### src/rtl/fb_write_arbiter.sv
// fb_write_arbiter
//   Merges pixel writes from CHANNELS drawer channels (fill, line, symbol, ...)
//   onto the single frame_buffer write port, and sequences buffer swaps so a
//   swap only happens after every queued pixel has reached the frame buffer.
//
//   Each channel has a DEPTH-entry FIFO behind a valid/ready handshake. A
//   round-robin arbiter pops at most one FIFO head per cycle into a registered
//   output stage. When nothing is popped, the address and data outputs are
//   driven to zero so they can still be OR-ed with legacy write sources.
//
// Ports
//   clk              system clock, rising edge
//   rst_n            asynchronous active-low reset
//   ch_valid         per-channel write request
//   ch_ready         per-channel accept (valid & ready at an edge = transfer)
//   ch_addr          packed addresses, channel i at [i*ADDR_WIDTH +: ADDR_WIDTH]
//   ch_data          packed data, same packing as ch_addr
//   swap_req         single-cycle buffer swap request
//   swap_ack         single-cycle acknowledge, coincident with fb_swap
//   fb_write_enable  frame_buffer write strobe
//   fb_write_addr    frame_buffer write address
//   fb_write_data    frame_buffer write data
//   fb_swap          frame_buffer swap strobe
//   busy             queued or in-flight work, or a swap in progress
module fb_write_arbiter #(
    parameter int CHANNELS   = 3,
    parameter int ADDR_WIDTH = 19,
    parameter int DATA_WIDTH = 1,
    parameter int DEPTH      = 2
) (
    input  logic                           clk,
    input  logic                           rst_n,
    input  logic [CHANNELS-1:0]            ch_valid,
    output logic [CHANNELS-1:0]            ch_ready,
    input  logic [CHANNELS*ADDR_WIDTH-1:0] ch_addr,
    input  logic [CHANNELS*DATA_WIDTH-1:0] ch_data,
    input  logic                           swap_req,
    output logic                           swap_ack,
    output logic                           fb_write_enable,
    output logic [ADDR_WIDTH-1:0]          fb_write_addr,
    output logic [DATA_WIDTH-1:0]          fb_write_data,
    output logic                           fb_swap,
    output logic                           busy
);

    localparam int PW = $clog2(DEPTH);
    localparam int CW = PW + 1;
    localparam int RW = (CHANNELS > 1) ? $clog2(CHANNELS) : 1;

    typedef enum logic [1:0] {
        RUN   = 2'd0,
        DRAIN = 2'd1,
        SWAP  = 2'd2
    } state_t;

    state_t state;
    state_t state_next;

    logic [ADDR_WIDTH-1:0] mem_addr [CHANNELS][DEPTH];
    logic [DATA_WIDTH-1:0] mem_data [CHANNELS][DEPTH];
    logic [PW-1:0]         wr_ptr   [CHANNELS];
    logic [PW-1:0]         rd_ptr   [CHANNELS];
    logic [CW-1:0]         count    [CHANNELS];

    logic [CHANNELS-1:0]   push;
    logic [CHANNELS-1:0]   pop;
    logic [CHANNELS-1:0]   not_empty;

    logic [RW-1:0]         rr_ptr;
    logic [RW-1:0]         grant;
    logic [RW-1:0]         rr_next;
    logic                  pop_valid;
    logic [RW:0]           scan_sum;
    logic [RW-1:0]         scan_idx;

    // Per-channel handshake. Ready depends only on registered state (plus the
    // reset pin so nothing is accepted while held in reset); the count used is
    // the pre-edge count, so a full FIFO refuses a write even if it is popped
    // on the same edge.
    always_comb begin
        ch_ready  = '0;
        push      = '0;
        not_empty = '0;
        for (int i = 0; i < CHANNELS; i++) begin
            not_empty[i] = (count[i] != '0);
            ch_ready[i]  = rst_n && (state == RUN) && (count[i] < CW'(DEPTH));
            push[i]      = ch_valid[i] && ch_ready[i];
        end
    end

    // Round-robin scan starting at rr_ptr; the first non-empty FIFO wins.
    always_comb begin
        pop_valid = 1'b0;
        grant     = '0;
        scan_sum  = '0;
        scan_idx  = '0;
        for (int k = 0; k < CHANNELS; k++) begin
            scan_sum = {1'b0, rr_ptr} + (RW+1)'(k);
            if (scan_sum >= (RW+1)'(CHANNELS)) begin
                scan_sum = scan_sum - (RW+1)'(CHANNELS);
            end
            scan_idx = scan_sum[RW-1:0];
            if (!pop_valid && not_empty[scan_idx]) begin
                pop_valid = 1'b1;
                grant     = scan_idx;
            end
        end
    end

    // One-hot pop vector and the pointer that follows the granted channel.
    always_comb begin
        pop = '0;
        for (int i = 0; i < CHANNELS; i++) begin
            pop[i] = pop_valid && (grant == RW'(i));
        end
        rr_next = (grant == RW'(CHANNELS - 1)) ? '0 : grant + RW'(1);
    end

    // FIFO bookkeeping. Pointers wrap naturally because DEPTH is a power of
    // two; a simultaneous push and pop leaves the count unchanged.
    always_ff @(posedge clk or negedge rst_n) begin
        if (!rst_n) begin
            for (int i = 0; i < CHANNELS; i++) begin
                wr_ptr[i] <= '0;
                rd_ptr[i] <= '0;
                count[i]  <= '0;
            end
        end else begin
            for (int i = 0; i < CHANNELS; i++) begin
                if (push[i]) begin
                    wr_ptr[i] <= wr_ptr[i] + PW'(1);
                end
                if (pop[i]) begin
                    rd_ptr[i] <= rd_ptr[i] + PW'(1);
                end
                case ({push[i], pop[i]})
                    2'b10:   count[i] <= count[i] + CW'(1);
                    2'b01:   count[i] <= count[i] - CW'(1);
                    default: count[i] <= count[i];
                endcase
            end
        end
    end

    // FIFO storage needs no reset: the counts decide what is valid.
    always_ff @(posedge clk) begin
        for (int i = 0; i < CHANNELS; i++) begin
            if (push[i]) begin
                mem_addr[i][wr_ptr[i]] <= ch_addr[i*ADDR_WIDTH +: ADDR_WIDTH];
                mem_data[i][wr_ptr[i]] <= ch_data[i*DATA_WIDTH +: DATA_WIDTH];
            end
        end
    end

    // Output register and arbitration pointer. Idle cycles drive zeros so the
    // write port stays OR-compatible with legacy sources.
    always_ff @(posedge clk or negedge rst_n) begin
        if (!rst_n) begin
            fb_write_enable <= 1'b0;
            fb_write_addr   <= '0;
            fb_write_data   <= '0;
            rr_ptr          <= '0;
        end else begin
            fb_write_enable <= pop_valid;
            if (pop_valid) begin
                fb_write_addr <= mem_addr[grant][rd_ptr[grant]];
                fb_write_data <= mem_data[grant][rd_ptr[grant]];
                rr_ptr        <= rr_next;
            end else begin
                fb_write_addr <= '0;
                fb_write_data <= '0;
            end
        end
    end

    // Swap sequencer state register.
    always_ff @(posedge clk or negedge rst_n) begin
        if (!rst_n) begin
            state <= RUN;
        end else begin
            state <= state_next;
        end
    end

    // DRAIN waits until the last popped write has also left the output
    // register, so the swap never lands on top of a pending pixel.
    always_comb begin
        state_next = state;
        case (state)
            RUN: begin
                if (swap_req) begin
                    state_next = DRAIN;
                end
            end
            DRAIN: begin
                if (!(|not_empty) && !fb_write_enable) begin
                    state_next = SWAP;
                end
            end
            SWAP: begin
                state_next = RUN;
            end
            default: begin
                state_next = RUN;
            end
        endcase
    end

    assign fb_swap  = (state == SWAP);
    assign swap_ack = (state == SWAP);
    assign busy     = (|not_empty) || fb_write_enable || (state != RUN);

endmodule

### config.mk
export PLATFORM = sky130hd
export DESIGN_NAME = fb_write_arbiter
export DESIGN_NICKNAME = d
export VERILOG_FILES = /design/src/rtl/fb_write_arbiter.sv
export SDC_FILE = /design/constraint.sdc
export NUM_CORES = 1
export LEC_CHECK = 0
export ABC_CLOCK_PERIOD_IN_PS = 3800
export CAP_MARGIN = 20
export CELL_PAD_IN_SITES_DETAIL_PLACEMENT = 0
export CELL_PAD_IN_SITES_GLOBAL_PLACEMENT = 1
export CORE_ASPECT_RATIO = 0.5
export CORE_MARGIN = 1.5
export CORE_UTILIZATION = 49
export DETAILED_ROUTE_END_ITERATION = 10
export PLACE_DENSITY_LB_ADDON = 0.2
export SETUP_SLACK_MARGIN = 0.5
export SKIP_LAST_GASP = 1
export SLEW_MARGIN = 10
export SYNTH_ARGS = -nofsm -noshare
export SYNTH_HDL_FRONTEND = slang
export SYNTH_SLANG_ARGS = --single-unit
### constraint.sdc
create_clock -name clk -period 3.8 [get_ports clk]
set_input_delay 1.14 -clock clk [delete_from_list [all_inputs] [get_ports clk]]
set_output_delay 1.14 -clock clk [all_outputs]
set_load 0.05 [all_outputs]
==> flow_summary.ini <==
[floorplanning]
fp.coreArea_sq_um = 12880
rows = 29
fp.dieH_microns = 84.87
initial_core_util = 0.5099
ios = 93
fp.dieW_microns = 166.7
dieArea_sq_um = 14150

[min_path]
whs_path_depth = 1
hold_class = flop to flop
hp-start = rd_ptr[1]$_DFFE_PN0P_
whs_endpoint = rd_ptr[1]$_DFFE_PN0P_

[setup_path]
r2r_slack_ps = 870
r2r_cells = 9
critPathKind = flop to output pin
worstPathRequired_ps = 2660
critical_path_peak_fanout = 4
worstSetupEndpointType = output pin
path_cells = or2_4, or4_4, or3_4, buf_8
path_delay_family = simple AND/OR/NAND/NOR gates
r2r_start = rr_ptr[0]$_DFFE_PN0P_
max_stage_delay_ps = 530
slowest_stage = or4_4
cp.arrival_ps = 2110
path_buf_inv = 1
worst_r2r_endpoint = fb_write_addr[16]$_DFF_PN0_
critPathLaunchType = flop
startpoint = count[5]$_DFFE_PN0P_

[clock_network]
root_buffer = clkbuf_16
h-tree-depth = 4
clk-insertion-delay-late_ps = 420
clockBufferDepth = 2
clkTransAtPathRegs_ps = 70
cts_buffers = 17
cts_tree = yes
clock-sinks = 157

[sta]
fmax_ghz = 0.3073
fin_crit_ps = 3254
drv_slew = 0
hold_violations = 0
tightest_slew_ps = 654.6
post-route-period-util = 0.8562
setup_viol = 0
rsz0062_at_grt = no
skew_ps = 14.08
fin_setup_tns_ps = 0
relSlewSlack = 0.5636

[place]
port_buffers = 92
place.gp.congestion = 0.8152
hpwl_microns = 8431

[synthesis]
synth_top_flop_cell = edfxtp_1
postSynthAreaPerCell_sq_um = 15.56
synth.most_common_cell = edfxtp_1
synth_area_sq_um = 6568
synth_warnings = 0
seq_area_frac_synth = 0.6897
ys_top_cells_by_count = 120 x edfxtp_1, 41 x a211o_1, 40 x o2111ai_1
synth_cell_type_count = 44
synth_largest_area_cell = edfxtp_1
synthCells = 422
synth_edf_count = 120
async_flop_share = 0.2357
synthTopCellsByArea = edfxtp_1 55%, dfrtp_1 14%, a211o_1 5.5%, o2111ai_1 5.3%, nand2b_1 3.6%
synth_top_area_share = 0.5487
synthesis.nets = 494
ys_ff_latch = 157

[grt]
grt_start_max_net_pins = 61
overflow = 0
track_usage = 0.2100
grt_first_pass_wirelength_microns = 21960
antenna_found_initial = 0
grt_pass1_vias = 4063

[detailed_routing]
num_vias = 4023
via_per_inst = 5.747
detail_route.wl_per_cell_microns = 20.14
dr.pass1.iters = 10
drt-total-wl_microns = 14100
drt_iter0_markers = 274
drc = 3
ant_nets = 0

[run_status]
status = complete, but fails checks
violations = design-rule violations

[power]
ir_worst_vdd_mv = 0.5950
p_per_area_nw_per_um2 = 895.4
p_leak_nw = 2.920

[finish]
drive_above_1_share = 0.1396
nFillCells = 943
nets = 589
regArea_sq_um = 4533
final_util = 0.6411
n_antenna_cell = 0
area_growth_pct = 25.74
multi_input_area_sq_um = 1814

[flow_run]
max_cap_violations = 0
flip-flops by register name (all words and copies together) (netlist names):
name and count:
fb_write_data 1, state 2, rd_ptr 3, wr_ptr 3, mem_data 6, fb_write_enable 1, mem_addr 114, fb_write_addr 19
count 6, rr_ptr 2
power by group:
group          switching, W  internal, W
sequential        0.0000999      0.00210
clock              0.000761     0.000876
combinational       0.00212      0.00144
timing repair:
action,CTS,global route
pin swaps,0,1
endpoints found under the hold margin,0,0
hold buffers,0,0
gates resized for setup,10,5
setup buffers,3,2
endpoints found under the setup margin,1,21
how the worst max path moves through the flow:
| stage | endpoint | slack [ps] | depth (start not counted) |
|---|---|---|---|
| 5_1_grt | busy | 500 | 4 |
| 2_1_floorplan | mem_addr[2][19]$_DFFE_PP_ | 660 | 4 |
| 3_5_place_dp | busy | 360 | 4 |
| 4_1_cts | busy | 510 | 4 |
| 6_report | busy | 550 | 4 |
| 3_3_place_gp | busy | 390 | 4 |
area by class of cell:
class | instances | share of cell area
clock buffer | 18 | 0.05197
clock inverter | 14 | 0.01773
inverter | 5 | 0.002273
multi-input combinational | 227 | 0.2197
sequential | 157 | 0.5489
tap | 170 | 0.02576
timing repair buffer | 109 | 0.1336
per-stage QoR:
stage                     total power (W)  instance area, sq um  hold slack, ps  setup WS [ps]  std cells
final                            0.007395                  8258           467.8          546.3        700
after detailed placement         0.005722                  7617           461.5          355.4        663
after floorplan                  0.004956                  6575           435.5          662.8        422
after global routing             0.007789                  8258           495.9          502.0        700
after CTS                        0.007410                  8220           471.8          505.3        698
after global placement           0.005653                  7617           457.4          386.4        663
cell families (layout without fill, tap and decap cells):
logic type	Yosys count	after routing	share of synthesized area
xor gates and xnor gates	15	15	0.02000
muxes	22	22	0.03353
AOI/OAI and AO/OA	100	100	0.1295
buffers and inverters	38	146	0.04077
DFF	157	157	0.6897
adders and majority gates	6	6	0.01143
and+or+nand+nor	84	84	0.07506
placed cells by master, fill, tap and decap left out, drive strengths merged:
| cell type | n |
|---|---|
| inv | 13 |
| or3 | 4 |
| clkinv | 5 |
| buf | 22 |
| a211oi | 2 |
| nor2b | 1 |
| or2 | 3 |
| nand2 | 6 |
| or4 | 1 |
| clkbuf | 18 |
| o32a | 1 |
| and2b | 1 |
| xnor2 | 10 |
| o31ai | 1 |
| a31oi | 1 |
| dfrtp | 37 |
| nor3 | 4 |
| clkdlybuf4s50 | 87 |
| o21ai | 3 |
| nor3b | 1 |
| xor2 | 5 |
| o21bai | 3 |
| a21oi | 4 |
| o32ai | 1 |
| or2b | 2 |
| a22oi | 1 |
| and3 | 4 |
| a32oi | 2 |
| nand3 | 3 |
| clkinvlp | 1 |
| nor2 | 16 |
| a211o | 41 |
| edfxtp | 120 |
| nand2b | 38 |
| mux2i | 22 |
| ha | 6 |
| o2111ai | 40 |
worst register-to-register path, cell delays in order, from the launching register on:
cell,delay [ps]
dfrtp_1,350
inv_1,70
ha_1,410
and2b_1,220
a32oi_1,260
or3_2,360
nand3_2,140
a31oi_4,590
buf_12,250
mux2i_1,210
layer usage:
layer  share of wire  up-vias  GRT usage  routed length [microns]
li1                -     1850          -                        -
met5               0        -          0                        0
met2            0.47      128     0.3365                     6693
met1            0.47     2038     0.2933                     6663
met4          0.0053        0    0.06281                       75
met3           0.047        7    0.04478                      665
Note: power is estimated with default switching activity, not from simulation.
